===== src/rtl/sync_async_bridge_m.sv =====
// sync_async_bridge_m: clocked valid/ready stream into a DEPTH-entry FIFO,
// emptied one word at a time onto a 4-phase bundled-data req/ack channel.
// Ports:
//   clk, reset         rising-edge clock, synchronous active-low reset
//   in_data/in_valid   upstream write stream; in_ready is the accept qualifier
//   data_out           bundled data, stable from SETUP until ack falls
//   right_req_out      4-phase request; right_ack_in is the async acknowledge
//   count              FIFO occupancy
//   busy               handshake FSM not idle
//   err                sticky handshake-phase timeout flag
module sync_async_bridge_m #(
  parameter int unsigned WIDTH   = 1,
  parameter int unsigned DEPTH   = 4,
  parameter int unsigned TIMEOUT = 0
) (
  input  logic                           clk,
  input  logic                           reset,
  input  logic [WIDTH-1:0]               in_data,
  input  logic                           in_valid,
  output logic                           in_ready,
  output logic [WIDTH-1:0]               data_out,
  output logic                           right_req_out,
  input  logic                           right_ack_in,
  output logic [$clog2(DEPTH+1)-1:0]     count,
  output logic                           busy,
  output logic                           err
);

  localparam int unsigned PW    = (DEPTH > 1) ? $clog2(DEPTH) : 1;
  localparam int unsigned CNTW  = $clog2(DEPTH + 1);
  localparam int unsigned TW    = (TIMEOUT > 0) ? $clog2(TIMEOUT + 1) : 1;
  localparam bit          TO_EN = (TIMEOUT != 0);

  typedef enum logic [1:0] {IDLE, SETUP, REQ_HI, REQ_LO} state_e;

  state_e            state_q, state_d;
  logic [WIDTH-1:0]  mem_q [DEPTH];
  logic [PW-1:0]     wr_ptr_q, wr_ptr_d;
  logic [PW-1:0]     rd_ptr_q, rd_ptr_d;
  logic [CNTW-1:0]   count_q, count_d;
  logic [WIDTH-1:0]  data_out_q, data_out_d;
  logic              req_q, req_d;
  logic              busy_q, busy_d;
  logic              err_q, err_d;
  logic [TW-1:0]     phase_cnt_q, phase_cnt_d;
  logic              ack_s1_q, ack_s_q;
  logic              empty, full, pop, push, phase_tick;

  assign empty = (count_q == '0);
  assign full  = (count_q == CNTW'(DEPTH));

  // A pop frees a slot this cycle, so a full FIFO can still take a word.
  assign in_ready = !full || pop;
  assign push     = in_valid && in_ready;

  // Handshake FSM: next state, pop strobe, data/req/timeout updates.
  always_comb begin
    state_d     = state_q;
    data_out_d  = data_out_q;
    req_d       = req_q;
    err_d       = err_q;
    phase_cnt_d = phase_cnt_q;
    pop         = 1'b0;
    phase_tick  = 1'b0;
    case (state_q)
      IDLE: begin
        if (!empty) begin
          pop        = 1'b1;
          data_out_d = mem_q[rd_ptr_q];
          state_d    = SETUP;
        end
      end
      SETUP: begin
        req_d       = 1'b1;
        phase_cnt_d = '0;
        state_d     = REQ_HI;
      end
      REQ_HI: begin
        if (ack_s_q) begin
          req_d       = 1'b0;
          phase_cnt_d = '0;
          state_d     = REQ_LO;
        end else begin
          phase_tick = 1'b1;
        end
      end
      REQ_LO: begin
        if (!ack_s_q) begin
          if (!empty) begin
            pop        = 1'b1;
            data_out_d = mem_q[rd_ptr_q];
            state_d    = SETUP;
          end else begin
            state_d = IDLE;
          end
        end else begin
          phase_tick = 1'b1;
        end
      end
      default: state_d = IDLE;
    endcase
    // Saturating phase counter; err latches when a phase reaches TIMEOUT cycles.
    if (phase_tick) begin
      if (phase_cnt_q != TW'(TIMEOUT)) begin
        phase_cnt_d = phase_cnt_q + TW'(1);
      end
      if (TO_EN && (phase_cnt_q + TW'(1) == TW'(TIMEOUT))) begin
        err_d = 1'b1;
      end
    end
    busy_d = (state_d != IDLE);
  end

  // FIFO pointer and occupancy update.
  always_comb begin
    wr_ptr_d = wr_ptr_q;
    rd_ptr_d = rd_ptr_q;
    count_d  = count_q;
    if (push) wr_ptr_d = wr_ptr_q + PW'(1);
    if (pop)  rd_ptr_d = rd_ptr_q + PW'(1);
    case ({push, pop})
      2'b10:   count_d = count_q + CNTW'(1);
      2'b01:   count_d = count_q - CNTW'(1);
      default: count_d = count_q;
    endcase
  end

  // Storage array, no reset needed: only read behind a valid count.
  always_ff @(posedge clk) begin
    if (push) mem_q[wr_ptr_q] <= in_data;
  end

  always_ff @(posedge clk) begin
    if (!reset) begin
      state_q     <= IDLE;
      wr_ptr_q    <= '0;
      rd_ptr_q    <= '0;
      count_q     <= '0;
      data_out_q  <= '0;
      req_q       <= 1'b0;
      busy_q      <= 1'b0;
      err_q       <= 1'b0;
      phase_cnt_q <= '0;
      ack_s1_q    <= 1'b0;
      ack_s_q     <= 1'b0;
    end else begin
      state_q     <= state_d;
      wr_ptr_q    <= wr_ptr_d;
      rd_ptr_q    <= rd_ptr_d;
      count_q     <= count_d;
      data_out_q  <= data_out_d;
      req_q       <= req_d;
      busy_q      <= busy_d;
      err_q       <= err_d;
      phase_cnt_q <= phase_cnt_d;
      ack_s1_q    <= right_ack_in;
      ack_s_q     <= ack_s1_q;
    end
  end

  assign data_out      = data_out_q;
  assign right_req_out = req_q;
  assign count         = count_q;
  assign busy          = busy_q;
  assign err           = err_q;

endmodule


===== config.mk =====
export PLATFORM = sky130hd
export DESIGN_NAME = sync_async_bridge_m
export DESIGN_NICKNAME = d
export VERILOG_FILES = /design/src/rtl/sync_async_bridge_m.sv
export SDC_FILE = /design/constraint.sdc
export NUM_CORES = 1
export LEC_CHECK = 0
export ABC_AREA = 1
export CAP_MARGIN = 20
export CORE_ASPECT_RATIO = 0.8
export CORE_MARGIN = 4
export CORE_UTILIZATION = 57
export DETAILED_ROUTE_END_ITERATION = 12
export PLACE_DENSITY = 0.84
export SLEW_MARGIN = 20
export SYNTH_ARGS = -nofsm -noshare
export SYNTH_HDL_FRONTEND = slang
export SYNTH_SLANG_ARGS = --single-unit

===== constraint.sdc =====
create_clock -name clk -period 5.1 [get_ports clk]
set_input_delay 1.02 -clock clk [delete_from_list [all_inputs] [get_ports clk]]
set_output_delay 1.02 -clock clk [all_outputs]
set_load 0.05 [all_outputs]

After elaboration in Yosys (flattened, before gate mapping)
Memory sizes are Yosys's and may differ from the RTL's. A register that Yosys moved wholly into a read port is not among the register bits.
Cells that the tools add are included.

word-level totals
  flip-flop bits (word level) = 14
  bits in writable memories = 4
  logic and storage cells = 51
  memories = 1

memory list
  name   words  bits a word  read ports  clocked after memory_dff  wr ports  line  source
  mem_q  4      1            1           1                         1         37    logic [WIDTH-1:0] mem_q [DEPTH];

cells by class
  add/sub/neg operators = 4
  equality and inequality tests = 8
  muxes and demuxes = 18
  reduce and logical (&&, ||, !) cells = 11

operators with widths
  kind                   number
  $mux W2                5
  $mux W1                8
  $pmux W2 S4            1
  $reduce_bool A2 Y1     4
  $eq A2 B2 Y1 const B   3
  $pmux W1 S2            3
  $pmux W3 S2            1
  $add A2 B1 Y2 const B  2
  $eq A2 B1 Y1 const B   2
  $ne A2 B2 Y1 const B   2
  $reduce_and A2 Y1      2
  $add A3 B1 Y3 const B  1
  $eq A3 B3 Y1 const B   1
  $logic_not A3 Y1       1
  $sub A3 B1 Y3 const B  1
  $logic_not A2 Y1       1
  $logic_and A1 B1 Y1    1
  $logic_not A1 Y1       1
  $logic_or A1 B1 Y1     1

Depth between registers and ports, before layout
Gate-level depths: netlist of run 1.

  depth in word-level cells = 8
  gate-level depth with buffers = 11
  mapped depth without buffers = 11

Worst setup path before layout of run 1
OpenSTA, ideal clock, no wires.

  path kind = reg-to-output
  start = register state_q[0]
  end = output port in_ready
  arrival time = 1.138 ns
  required time = 4.080 ns
  setup slack = 2.942 ns
  stages on the path, launching flop included = 6
  cells stage by stage = dfxtp_1 -> inv_1 -> ha_1 -> inv_1 -> nand2_1 -> nand3_2

on the way
  cells in the longest elaborated chain, start to end = 3

RTL lines
  what                                              line  source
  from (decl)                                       36    state_e state_q, state_d;
  from (signal assigned)                            147   state_q <= state_d;
  $eq A2 B2 Y1 or $logic_not A2 Y1 (tied branches)  65    case (state_q)
  $pmux W1 S2 *                                     65
  $logic_or A1 B1 Y1 *                              53    assign in_ready = !full || pop;
  to (decl)                                         20    output logic in_ready,

Every way passes the cells marked *; elsewhere a longest branch is shown, timed or not.

Final worst setup path of run 1
Ends and elaborated chain as after synthesis.

==> Implementation_results.wiki, run 1 <==
{| class="wikitable"
! Metric !! Value
|-
| Final design area excluding fillers || 1200 um^2
|-
| Number of buffers created by CTS || 3
|-
| Critical path endpoint || in_ready
|-
| Most used flip-flop cell after synthesis || sky130_fd_sc_hd__dfxtp_1
|-
| Clock latency reported for the late side of the worst-skew pair || 0.31 ns
|-
| Final Cycle Share || 0.635
|-
| Area contributors post-synth || sky130_fd_sc_hd__dfxtp_1 (30%), sky130_fd_sc_hd__edfxtp_1 (11%), sky130_fd_sc_hd__ha_1 (11%)
|-
| Area of the core || 1690 um^2
|-
| Deepest clock path buffer count || 2
|-
| Count of standard-cell rows || 13
|-
| WP depth || 6
|-
| Via count || 823
|-
| Wire length of the first global-routing pass || 3.16 mm
|-
| Area enclosed by the die boundary || 2600 um^2
|-
| GRT Residual Overflow || 0
|-
| Final critical delay including setup and external delays || roughly 3.2 ns
|-
| Placed instance area || about 1200 um^2
|-
| Cell area power density || 568 nW/um^2
|-
| Clock-pin slew reported for the worst setup and hold paths after clock tree synthesis || about 0.1 ns
|-
| Number of maximum-capacitance violations || 0
|-
| Netlist Area Pre-Place || 1050 um^2
|-
| Detailed-router iteration count before antenna repair || 5
|-
| Chip Height || 46.5 um
|-
| Non-filler instance count after layout || 163
|-
| Weighted congestion at the end of routability-driven global placement || 0.783
|-
| Critical path's top delay family || buffers and inverters
|-
| Synth warn || 0
|-
| Cell taking the most area after synthesis || sky130_fd_sc_hd__dfxtp_1
|-
| Core occupancy in the finished layout || 0.711
|-
| Vias in the first global route || between 700 and 800
|-
| Initial cell density of the core || 0.623
|-
| Post-CTS Hold Fix Bufs || 0
|-
| Buffers plus inverters on the worst setup path || 3
|-
| Synth Instances || 128
|-
| Critical path arrival || between 2 and 2.5 ns
|-
| Per-cell routed wire length || approximately 11 um
|-
| Hold Crit Class || flop to flop
|-
| Number of instances in the placed design || 159
|-
| TritonCTS clock tree || yes
|-
| Crit Reg-Reg Endpoint || count[2]
|-
| Startpoint type of the worst setup path || flop
|-
| RSZ-0062 raised after global routing || no
|-
| Relative slew margins || 0.668
|-
| Cell at the root of the clock tree || sky130_fd_sc_hd__clkbuf_4
|-
| Avg Vias per Cell || 5.05
|-
| Setup violation total in the final timing report || 0
|-
| Net count reported at finish || 157
|-
| Htree depth || 1
|-
| P&R area growth vs syn || 14.1%
|-
| Ratio of cells with drive above 1 in the final layout || 0.106
|-
| # resized after CTS || 0
|-
| Final Hold Viols || 0
|-
| Critical path type || flop to output pin
|-
| Post-route DRC || 0
|-
| DPL Wire Length || 1.40 mm
|-
| Critical path launch point || state_q[0]
|-
| Count of nets left with antenna violations after detail routing || 0
|-
| Global router's overall resource usage || 0.169
|-
| Die X || 56.1 um
|-
| Register bit total from synthesis || 20
|-
| Crit-path most repeated cell || sky130_fd_sc_hd__inv_1
|-
| Slowest stage cell, crit path || sky130_fd_sc_hd__clkdlybuf4s50_1
|-
| Post-Synthesis Net Count || 143
|-
| Fraction of the yosys area taken by sequential cells || 0.418
|-
| Transition at the pin with the smallest max-transition slack || 0.496 ns
|-
| Buffers inserted by post-CTS timing repair || 0
|-
| Post-synth EDFFs || 4
|-
| FF-to-FF Start || state_q[0]
|-
| Total leakage power || 0.561 nW
|-
| Antenna violations before repair || 0
|-
| Largest incremental delay on the critical path || 0.80 ns
|-
| Status || complete, no violations
|-
| Final sum of negative setup slack || 0 ns
|-
| First-iteration detailed-routing DRC count || 36
|-
| Max-slew violation total from the final report || 0
|-
| Worst VDD drop || 0.448 mV
|-
| Top cell types by occurrence after synthesis || sky130_fd_sc_hd__inv_1 (26), sky130_fd_sc_hd__nand2_1 (18), sky130_fd_sc_hd__dfxtp_1 (16)
|-
| Critical path, cell by cell || inv_1, ha_1, inv_1, nand2_1, nand3_2, clkdlybuf4s50_1
|-
| Port Buf Inserts || 11
|-
| Worst Skew || 0.00315 ns
|-
| Reg-to-reg slack, setup || 3.01 ns
|-
| Async S/R FF share, synth || 0
|-
| Cells on worst reg2reg path || 9
|-
| Fmax achieved || 309 MHz
|-
| CP endpoint kind || output pin
|-
| Most frequently used cell type in the post-synthesis netlist || sky130_fd_sc_hd__inv_1
|-
| Critical Path RT || between 4 and 5 ns
|-
| Share of Yosys cell area claimed by the top area cell type || 0.304
|-
| Avg Synthesized Cell Area || ~8.2 um^2
|-
| Pin count of the biggest net entering global routing || 12
|-
| Count of distinct cell types in the synthesized netlist || 27
|-
| Crit path max fanout || 4
|-
| Total wire length after detailed routing || 1.77 mm
|-
| Antenna diode instance count || 0
|-
| I/O pin count || 13
|-
| Number of sinks driven by the clock tree || 20
|}
-- layer usage --
| metal | vias up | global-route usage | part of all wire | routed length, um |
|---|---|---|---|---|
| met2 | 24 | 0.291 | 0.47 | 835 |
| li1 | 426 | - | - | - |
| met3 | 7 | 0.0616 | 0.066 | 117 |
| met5 | - | 0 | 0 | 0 |
| met1 | 366 | 0.174 | 0.43 | 765 |
| met4 | 0 | 0.123 | 0.031 | 55 |
-- how the worst min path moves through the flow --
| stage | depth (start not counted) | slack (ns) | end | from |
|---|---|---|---|---|
| floorplan | 2 | 0.39 | ack_s_q | ack_s1_q |
| global placement | 2 | 0.40 | ack_s_q | ack_s1_q |
| detailed placement | 2 | 0.41 | ack_s_q | ack_s1_q |
| CTS | 2 | 0.44 | ack_s_q | ack_s1_q |
| global route | 2 | 0.48 | ack_s_q | ack_s1_q |
| finish | 2 | 0.43 | ack_s_q | ack_s1_q |
-- metrics by stage --
step                      worst slack [ns]  power [W]  hold slack [ns]
after floorplan                       2.94   0.000521            0.390
after global placement                2.26   0.000597            0.399
after detailed placement              2.20   0.000611            0.414
after CTS                             1.83   0.000688            0.437
after global routing                  1.73   0.000745            0.483
final                                 1.86   0.000683            0.431
-- cells by family (layout without fill, tap and decap cells) --
| group | after synthesis | in the layout | share of synthesized area |
|---|---|---|---|
| simple gates | 46 | 46 | 0.224 |
| other cells | 1 | 1 | 0.00356 |
| fa+ha+maj | 10 | 10 | 0.126 |
| flops | 20 | 20 | 0.418 |
| compound gates | 21 | 21 | 0.114 |
| buf+inv | 30 | 43 | 0.114 |
-- worst register-to-register path, stage by stage (launching register included) --
cell                      delay (ns)
sky130_fd_sc_hd__dfxtp_1        0.40
sky130_fd_sc_hd__inv_1          0.10
sky130_fd_sc_hd__ha_1           0.31
sky130_fd_sc_hd__a21oi_1        0.19
sky130_fd_sc_hd__nand3_1        0.15
sky130_fd_sc_hd__fa_1           0.42
sky130_fd_sc_hd__inv_1          0.08
sky130_fd_sc_hd__nand4_1        0.12
sky130_fd_sc_hd__a21oi_1        0.16
sky130_fd_sc_hd__nor2_1         0.06
-- layout make-up --
cell class	count	area, um^2
Sequential cell	20	440
Timing Repair Buffer	11	110
Multi-Input combinational cell	78	493
Inverter	28	105
Tap cell	22	27.5
Clock inverter	1	3.75
Fill cell	136	489
Clock buffer	3	22.5
-- state kept, by name, indices dropped and copies added (netlist names), named ones only --
register and flops:
busy 1, state_q 2, right_req_out 1, data_out 1
ack_s_q 1, ack_s1_q 1, count 3, wr_ptr_q 2
rd_ptr_q 2, mem_q 4
-- where the power goes --
part           switching, W  leakage (nW)  internal [W]
clock             0.0000484        0.0154     0.0000286
sequential        0.0000309         0.169      0.000202
combinational      0.000245         0.377      0.000128
-- layout by cell type (no fill, tap or decap) --
cell type	instances
sky130_fd_sc_hd__inv_1	26
sky130_fd_sc_hd__nand2_1	18
sky130_fd_sc_hd__dfxtp_1	16
sky130_fd_sc_hd__nor2_1	11
sky130_fd_sc_hd__clkdlybuf4s50_1	11
sky130_fd_sc_hd__a21oi_1	10
sky130_fd_sc_hd__ha_1	9
sky130_fd_sc_hd__nand3_1	5
sky130_fd_sc_hd__o21ai_0	4
sky130_fd_sc_hd__edfxtp_1	4
sky130_fd_sc_hd__nand2_2	3
sky130_fd_sc_hd__clkbuf_4	3
sky130_fd_sc_hd__inv_2	2
sky130_fd_sc_hd__nand3_2	2
sky130_fd_sc_hd__o21ai_1	2
sky130_fd_sc_hd__nand4_1	2
sky130_fd_sc_hd__nor2_4	1
sky130_fd_sc_hd__nand2_4	1
sky130_fd_sc_hd__o211ai_1	1
sky130_fd_sc_hd__a211oi_1	1
sky130_fd_sc_hd__nand3_4	1
sky130_fd_sc_hd__o21a_1	1
sky130_fd_sc_hd__and3_1	1
sky130_fd_sc_hd__nor3_1	1
sky130_fd_sc_hd__a21oi_2	1
sky130_fd_sc_hd__o21ai_2	1
sky130_fd_sc_hd__fa_1	1
sky130_fd_sc_hd__conb_1	1
sky130_fd_sc_hd__clkinv_1	1
No activity file was read; power rests on OpenSTA's default activity.
==> inputs of run 2 (changes only) <==
--- a/config.mk
+++ b/config.mk
@@ -9,9 +9,9 @@
 export CAP_MARGIN = 20
 export CORE_ASPECT_RATIO = 0.8
 export CORE_MARGIN = 4
-export CORE_UTILIZATION = 57
+export CORE_UTILIZATION = 53
 export DETAILED_ROUTE_END_ITERATION = 12
-export PLACE_DENSITY = 0.84
+export PLACE_DENSITY = 0.79
 export SLEW_MARGIN = 20
 export SYNTH_ARGS = -nofsm -noshare
 export SYNTH_HDL_FRONTEND = slang
==> constraint.sdc (replaced) <==
create_clock -name clk -period 3.32 [get_ports clk]
set_input_delay 0.664 -clock clk [delete_from_list [all_inputs] [get_ports clk]]
set_output_delay 0.664 -clock clk [all_outputs]
set_load 0.05 [all_outputs]
==> run 2 against run 1 <==
Clock-buffer cell count increased by 1. Hold slack worse by 0.0048 ns. Clock power grew 53%. Non-clock buffer count is the same. Register-to-register slack worse by 1.8 ns. Largest power group unchanged.
==> Implementation_results.wiki, run 2 (synthesis results as in run 1) <==
{| class="wikitable"
! Metric !! Value
|-
| Switching power || 0.000495 W
|-
| Int Pwr || 0.000555 W
|-
| Vias in the first global route || between 600 and 700
|-
| Weighted congestion at the end of routability-driven global placement || slightly below 0.8
|-
| Hold WS || 0.426 ns
|-
| Global router's overall resource usage || 0.131
|-
| Register containing the most flip-flops in the final layout || mem_q
|-
| Slowest stage cell, crit path || sky130_fd_sc_hd__clkdlybuf4s50_1
|-
| Cell at the root of the clock tree || sky130_fd_sc_hd__clkbuf_4
|-
| Total leakage power || 0.561 nW
|-
| Wire length of the first global-routing pass || 2.73 mm
|-
| Port Buf Inserts || 11
|-
| Max-slew violation total from the final report || 0
|-
| Count of standard-cell rows || 14
|-
| I/O pin count || 13
|-
| Core occupancy in the finished layout || 0.637
|-
| Number of maximum-capacitance violations || 0
|-
| Die X || a little under 60 um
|-
| Htree depth || 1
|-
| Cell area power density || around 870 nW/um^2
|-
| Placed instance area || between 1000 and 1500 um^2
|-
| # resized after CTS || 0
|-
| Net count reported at finish || 157
|-
| Top routing layer used || met4
|-
| Via count || 791
|-
| Pin count of the biggest net entering global routing || 12
|-
| Critical path, cell by cell || inv_1, ha_1, inv_1, nand2_1, nand3_2, clkdlybuf4s50_1
|-
| Final sum of negative setup slack || 0 ns
|-
| Hold Crit Class || flop to flop
|-
| Fill cell total of the finished layout || 166
|-
| First-iteration detailed-routing DRC count || 24
|-
| Share of power burned in combinational logic || 0.547
|-
| Critical path's top delay family || buffers and inverters
|-
| Met2 WL post-DR || 728 um
|-
| Crit-path most repeated cell || sky130_fd_sc_hd__inv_1
|-
| Per-cell routed wire length || 10.2 um
|-
| Post-route DRC || 0
|-
| Total wire length after detailed routing || around 1.7 mm
|-
| Chip Height || 47.9 um
|-
| Avg Vias per Cell || 4.79
|-
| Leading cell type in the layout, fill and taps excluded || sky130_fd_sc_hd__inv_1
|-
| P&R area growth vs syn || 14.4%
|-
| Detailed-router iteration count before antenna repair || 4
|-
| Buffers inserted by post-CTS timing repair || 0
|-
| Worst VDD drop || 0.468 mV
|-
| Largest incremental delay on the critical path || 0.80 ns
|-
| Status || complete, no violations
|-
| Setup violation total in the final timing report || 0
|-
| Ratio of cells with drive above 1 in the final layout || 0.106
|-
| Initial cell density of the core || 0.557
|-
| Met1 layer wirelength in the final routing || 829 um
|-
| Clock-pin slew reported for the worst setup and hold paths after clock tree synthesis || around 0.10 ns
|-
| Crit path max fanout || 4
|-
| Final critical delay including setup and external delays || 2.85 ns
|-
| Worst Skew || just under 0.006 ns
|-
| Clock network power share || 0.112
|-
| Post-CTS Hold Fix Bufs || 0
|-
| Max FFs per register || 4
|-
| Met3 wire length || 103 um
|-
| Critical path arrival || 2.19 ns
|-
| Antenna diode instance count || 0
|-
| Area enclosed by the die boundary || 2770 um^2
|-
| Final Hold Viols || 0
|-
| TritonCTS clock tree || yes
|-
| RSZ-0062 raised after global routing || no
|-
| Transition at the pin with the smallest max-transition slack || 0.496 ns
|-
| GRT Residual Overflow || 0
|-
| Buffers plus inverters on the worst setup path || 3
|-
| DPL Wire Length || 1.35 mm
|-
| Worst Setup Slack, final || 0.467 ns
|-
| CP endpoint kind || output pin
|-
| Count of nets left with antenna violations after detail routing || 0
|-
| Number of buffers created by CTS || 3
|-
| Power share of the sequential group || 0.341
|-
| Critical Path RT || roughly 2.7 ns
|-
| Clock latency reported for the late side of the worst-skew pair || 0.30 ns
|-
| Relative slew margins || 0.668
|-
| Fmax achieved || 351 MHz
|-
| Most used cells in the layout excluding fill and tap cells || sky130_fd_sc_hd__inv_1 (26), sky130_fd_sc_hd__nand2_1 (18), sky130_fd_sc_hd__dfxtp_1 (16), sky130_fd_sc_hd__nor2_1 (11), sky130_fd_sc_hd__clkdlybuf4s50_1 (11)
|-
| Area of the core || 1890 um^2
|-
| Sw Share || 0.471
|-
| Worst Setup Slack post-DPL || around 0.79 ns
|-
| Final design area excluding fillers || between 1000 and 1500 um^2
|-
| Deepest clock path buffer count || 2
|-
| Number of sinks driven by the clock tree || 20
|-
| Final Cycle Share || 0.859
|-
| Antenna violations before repair || 0
|-
| Critical path type || flop to output pin
|-
| Startpoint type of the worst setup path || flop
|}
[run 2: worst reg2reg max path, delay by kind of cell, from the launching register on]
| family | cells | cell delay [ns] |
|---|---|---|
| AOI/OAI and AO/OA | 2 | 0.35 |
| adders and majority gates | 2 | 0.76 |
| buffers and inverters | 2 | 0.17 |
| DFF | 1 | 0.40 |
| and+or+nand+nor | 3 | 0.33 |
[run 2: area by class of cell]
class                           count  area (um^2)  share of cell area
Tap cell                           24         30.0              0.0249
Multi-Input combinational cell     78          493               0.409
Inverter                           28          105              0.0872
Clock buffer                        4         26.3              0.0218
Timing Repair Buffer               11          110              0.0914
Sequential cell                    20          440               0.366
[run 2: power groups by stage]
stage / Clock [W] / Combinational, W / Sequential (W)
2_1_floorplan: 0 / 0.000340 / 0.000460
3_3_place_gp: 0 / 0.000561 / 0.000359
3_5_place_dp: 0 / 0.000575 / 0.000364
4_1_cts: 0.000119 / 0.000578 / 0.000358
5_1_grt: 0.000129 / 0.000633 / 0.000366
6_report: 0.000118 / 0.000574 / 0.000358
[run 2: final timing paths]
check,from,to,slack (ns),cells past startpoint
max,state_q[0],in_ready,0.47,6
min,ack_s1_q,ack_s_q,0.43,2
max reg2reg,state_q[0],count[2],1.22,9
min reg2reg,ack_s1_q,ack_s_q,0.43,2
[run 2: metrics by stage]
step | cells | total power, W
after CTS | 165 | 0.00106
after detailed placement | 161 | 0.000939
after global placement | 161 | 0.000921
after global routing | 165 | 0.00113
after floorplan | 128 | 0.000800
final | 165 | 0.00105
[run 2: routing by layer]
layer / track usage / vias to the layer above
met5: 0 / -
met4: 0.0556 / 0
met3: 0.0270 / 4
met2: 0.230 / 20
met1: 0.162 / 343
li1: - / 424
==> inputs of run 3 (changes only) <==
--- a/config.mk
+++ b/config.mk
@@ -9,9 +9,10 @@
 export CAP_MARGIN = 20
 export CORE_ASPECT_RATIO = 0.8
 export CORE_MARGIN = 4
-export CORE_UTILIZATION = 53
+export CORE_UTILIZATION = 57
+export CTS_BUF_LIST = sky130_fd_sc_hd__clkbuf_4 sky130_fd_sc_hd__clkbuf_8 sky130_fd_sc_hd__clkbuf_16
 export DETAILED_ROUTE_END_ITERATION = 12
-export PLACE_DENSITY = 0.79
+export PLACE_DENSITY = 0.84
 export SLEW_MARGIN = 20
 export SYNTH_ARGS = -nofsm -noshare
 export SYNTH_HDL_FRONTEND = slang
==> constraint.sdc (replaced) <==
create_clock -name clk -period 3.3 [get_ports clk]
set_input_delay 0.66 -clock clk [delete_from_list [all_inputs] [get_ports clk]]
set_output_delay 0.66 -clock clk [all_outputs]
set_load 0.05 [all_outputs]
==> run 3 against run 2 <==
Cell area increased by 0.10%. Hold slack improved by 0.0020 ns. First-iteration DRC count increased by 17%. Routed wire length increased by 4.8%. Total power increased by 1.6%. Combinational power increased by 1%. Largest cell class unchanged.
==> Implementation_results.wiki, run 3 (synthesis results as in run 1) <==
{| class="wikitable"
! Metric !! Value
|-
| Status || complete, no violations
|-
| Antenna violations before repair || 0
|-
| Area of the core || between 1500 and 2000 um^2
|-
| Register containing the most flip-flops in the final layout || mem_q
|-
| First-iteration detailed-routing DRC count || 28
|-
| Number of maximum-capacitance violations || 0
|-
| Per-cell routed wire length || 10.8 um
|-
| # resized after CTS || 0
|-
| Number of buffers created by CTS || 3
|-
| Reg-to-reg slack, setup || 1.23 ns
|-
| Final Cycle Share || 0.872
|-
| Post-CTS Hold Fix Bufs || 0
|-
| CP endpoint kind || output pin
|-
| Critical path type || flop to output pin
|-
| Relative slew margins || 0.667
|-
| Number of sinks driven by the clock tree || 20
|-
| GRT Residual Overflow || 0
|-
| Pin count of the biggest net entering global routing || 12
|-
| Htree depth || 1
|-
| Critical path endpoint || in_ready
|-
| Wire length of the first global-routing pass || 3.21 mm
|-
| Cell at the root of the clock tree || sky130_fd_sc_hd__clkbuf_4
|-
| Hold Crit Class || flop to flop
|-
| Deepest clock path buffer count || 2
|-
| Final sum of negative setup slack || 0 ns
|-
| Max-slew violation total from the final report || 0
|-
| Chip Height || 46.5 um
|-
| TritonCTS clock tree || yes
|-
| Setup violation total in the final timing report || 0
|-
| Clock-pin slew reported for the worst setup and hold paths after clock tree synthesis || approximately 0.10 ns
|-
| Post-route DRC || 0
|-
| Crit Reg-Reg Endpoint || count[2]
|-
| Max FFs per register || 4
|-
| Final critical delay including setup and external delays || about 2.9 ns
|-
| Weighted congestion at the end of routability-driven global placement || 0.784
|-
| I/O pin count || 13
|-
| Critical path launch point || state_q[1]
|-
| Ratio of cells with drive above 1 in the final layout || 0.113
|-
| P&R area growth vs syn || 14.5%
|-
| Buffers inserted by post-CTS timing repair || 0
|-
| Area enclosed by the die boundary || 2600 um^2
|-
| Net count reported at finish || roughly 160
|-
| Initial cell density of the core || 0.623
|-
| FF-to-FF Start || state_q[1]
|-
| Detailed-router iteration count before antenna repair || 4
|-
| Critical path arrival || approximately 2.2 ns
|-
| Clock latency reported for the late side of the worst-skew pair || around 0.29 ns
|-
| Die X || between 50 and 60 um
|-
| Final Hold Viols || 0
|-
| Leading cell type in the layout, fill and taps excluded || sky130_fd_sc_hd__inv_1
|-
| Antenna diode instance count || 0
|-
| Total leakage power || between 0.5 and 0.6 nW
|-
| Port Buf Inserts || 11
|-
| Cells on worst reg2reg path || 9
|-
| Worst Skew || 0.00229 ns
|-
| Avg Vias per Cell || around 4.8
|-
| Vias in the first global route || 768
|-
| Total wire length after detailed routing || 1.76 mm
|-
| DPL Wire Length || ~1.4 mm
|-
| Cell area power density || 884 nW/um^2
|-
| Crit path max fanout || 5
|-
| Worst Hold Path Cells || 2
|-
| Transition at the pin with the smallest max-transition slack || 0.498 ns
|-
| Worst VDD drop || 0.629 mV
|-
| Hold WS || 0.428 ns
|-
| RSZ-0062 raised after global routing || no
|-
| Count of standard-cell rows || 13
|-
| Count of nets left with antenna violations after detail routing || 0
|-
| Power after layout || roughly 0.0011 W
|-
| Global router's overall resource usage || 0.164
|-
| Via count || 783
|-
| Critical Path RT || 2.64 ns
|-
| Most used cells in the layout excluding fill and tap cells || sky130_fd_sc_hd__inv_1 (26), sky130_fd_sc_hd__nand2_1 (18), sky130_fd_sc_hd__dfxtp_1 (16), sky130_fd_sc_hd__nor2_1 (11), sky130_fd_sc_hd__clkdlybuf4s50_1 (11)
|-
| Fmax achieved || 347 MHz
|-
| Startpoint type of the worst setup path || flop
|}
[run 3: metal layers]
metal	vias to the layer above	GRT usage	wire [um]
met5	-	0	0
met4	0	0.0664	29
met3	4	0.0504	62
met2	15	0.270	845
met1	338	0.203	825
li1	426	-	-
[run 3: cell type report]
cell class              count  area (um^2)
clock buffers               4         30.0
fillers                   136          485
flip-flops and latches     20          440
repair buffers             11          110
well taps                  22         27.5
multi-input cells          78          493
inverters                  28          105
[run 3: metrics by stage]
step            util  worst slack [ns]  cells  area (um^2)
2_1_floorplan      -              1.38    128         1050
3_3_place_gp   0.695             0.819    159         1180
3_5_place_dp   0.695             0.754    159         1180
4_1_cts        0.713             0.408    163         1210
5_1_grt        0.713             0.293    163         1210
6_report       0.713             0.422    163         1210
[run 3: how the worst min path moves through the flow]
stage | start | endpoint | slack [ns]
2_1_floorplan | ack_s1_q | ack_s_q | 0.39
3_3_place_gp | ack_s1_q | ack_s_q | 0.40
3_5_place_dp | ack_s1_q | ack_s_q | 0.41
4_1_cts | ack_s1_q | ack_s_q | 0.43
5_1_grt | ack_s1_q | ack_s_q | 0.47
6_report | ack_s1_q | ack_s_q | 0.43
[run 3: power by group]
| part | switching (W) | internal (W) |
|---|---|---|
| clock network | 0.0000681 | 0.0000552 |
| logic | 0.000385 | 0.000198 |
| registers | 0.0000486 | 0.000313 |
[run 3: critical path, cell delays in order, from the launching register on]
cell and delay, ns:
sky130_fd_sc_hd__dfxtp_1 0.42, sky130_fd_sc_hd__inv_1 0.10, sky130_fd_sc_hd__ha_1 0.29, sky130_fd_sc_hd__inv_1 0.13
sky130_fd_sc_hd__nand2_1 0.09, sky130_fd_sc_hd__nand3_2 0.09, sky130_fd_sc_hd__clkdlybuf4s50_1 0.81
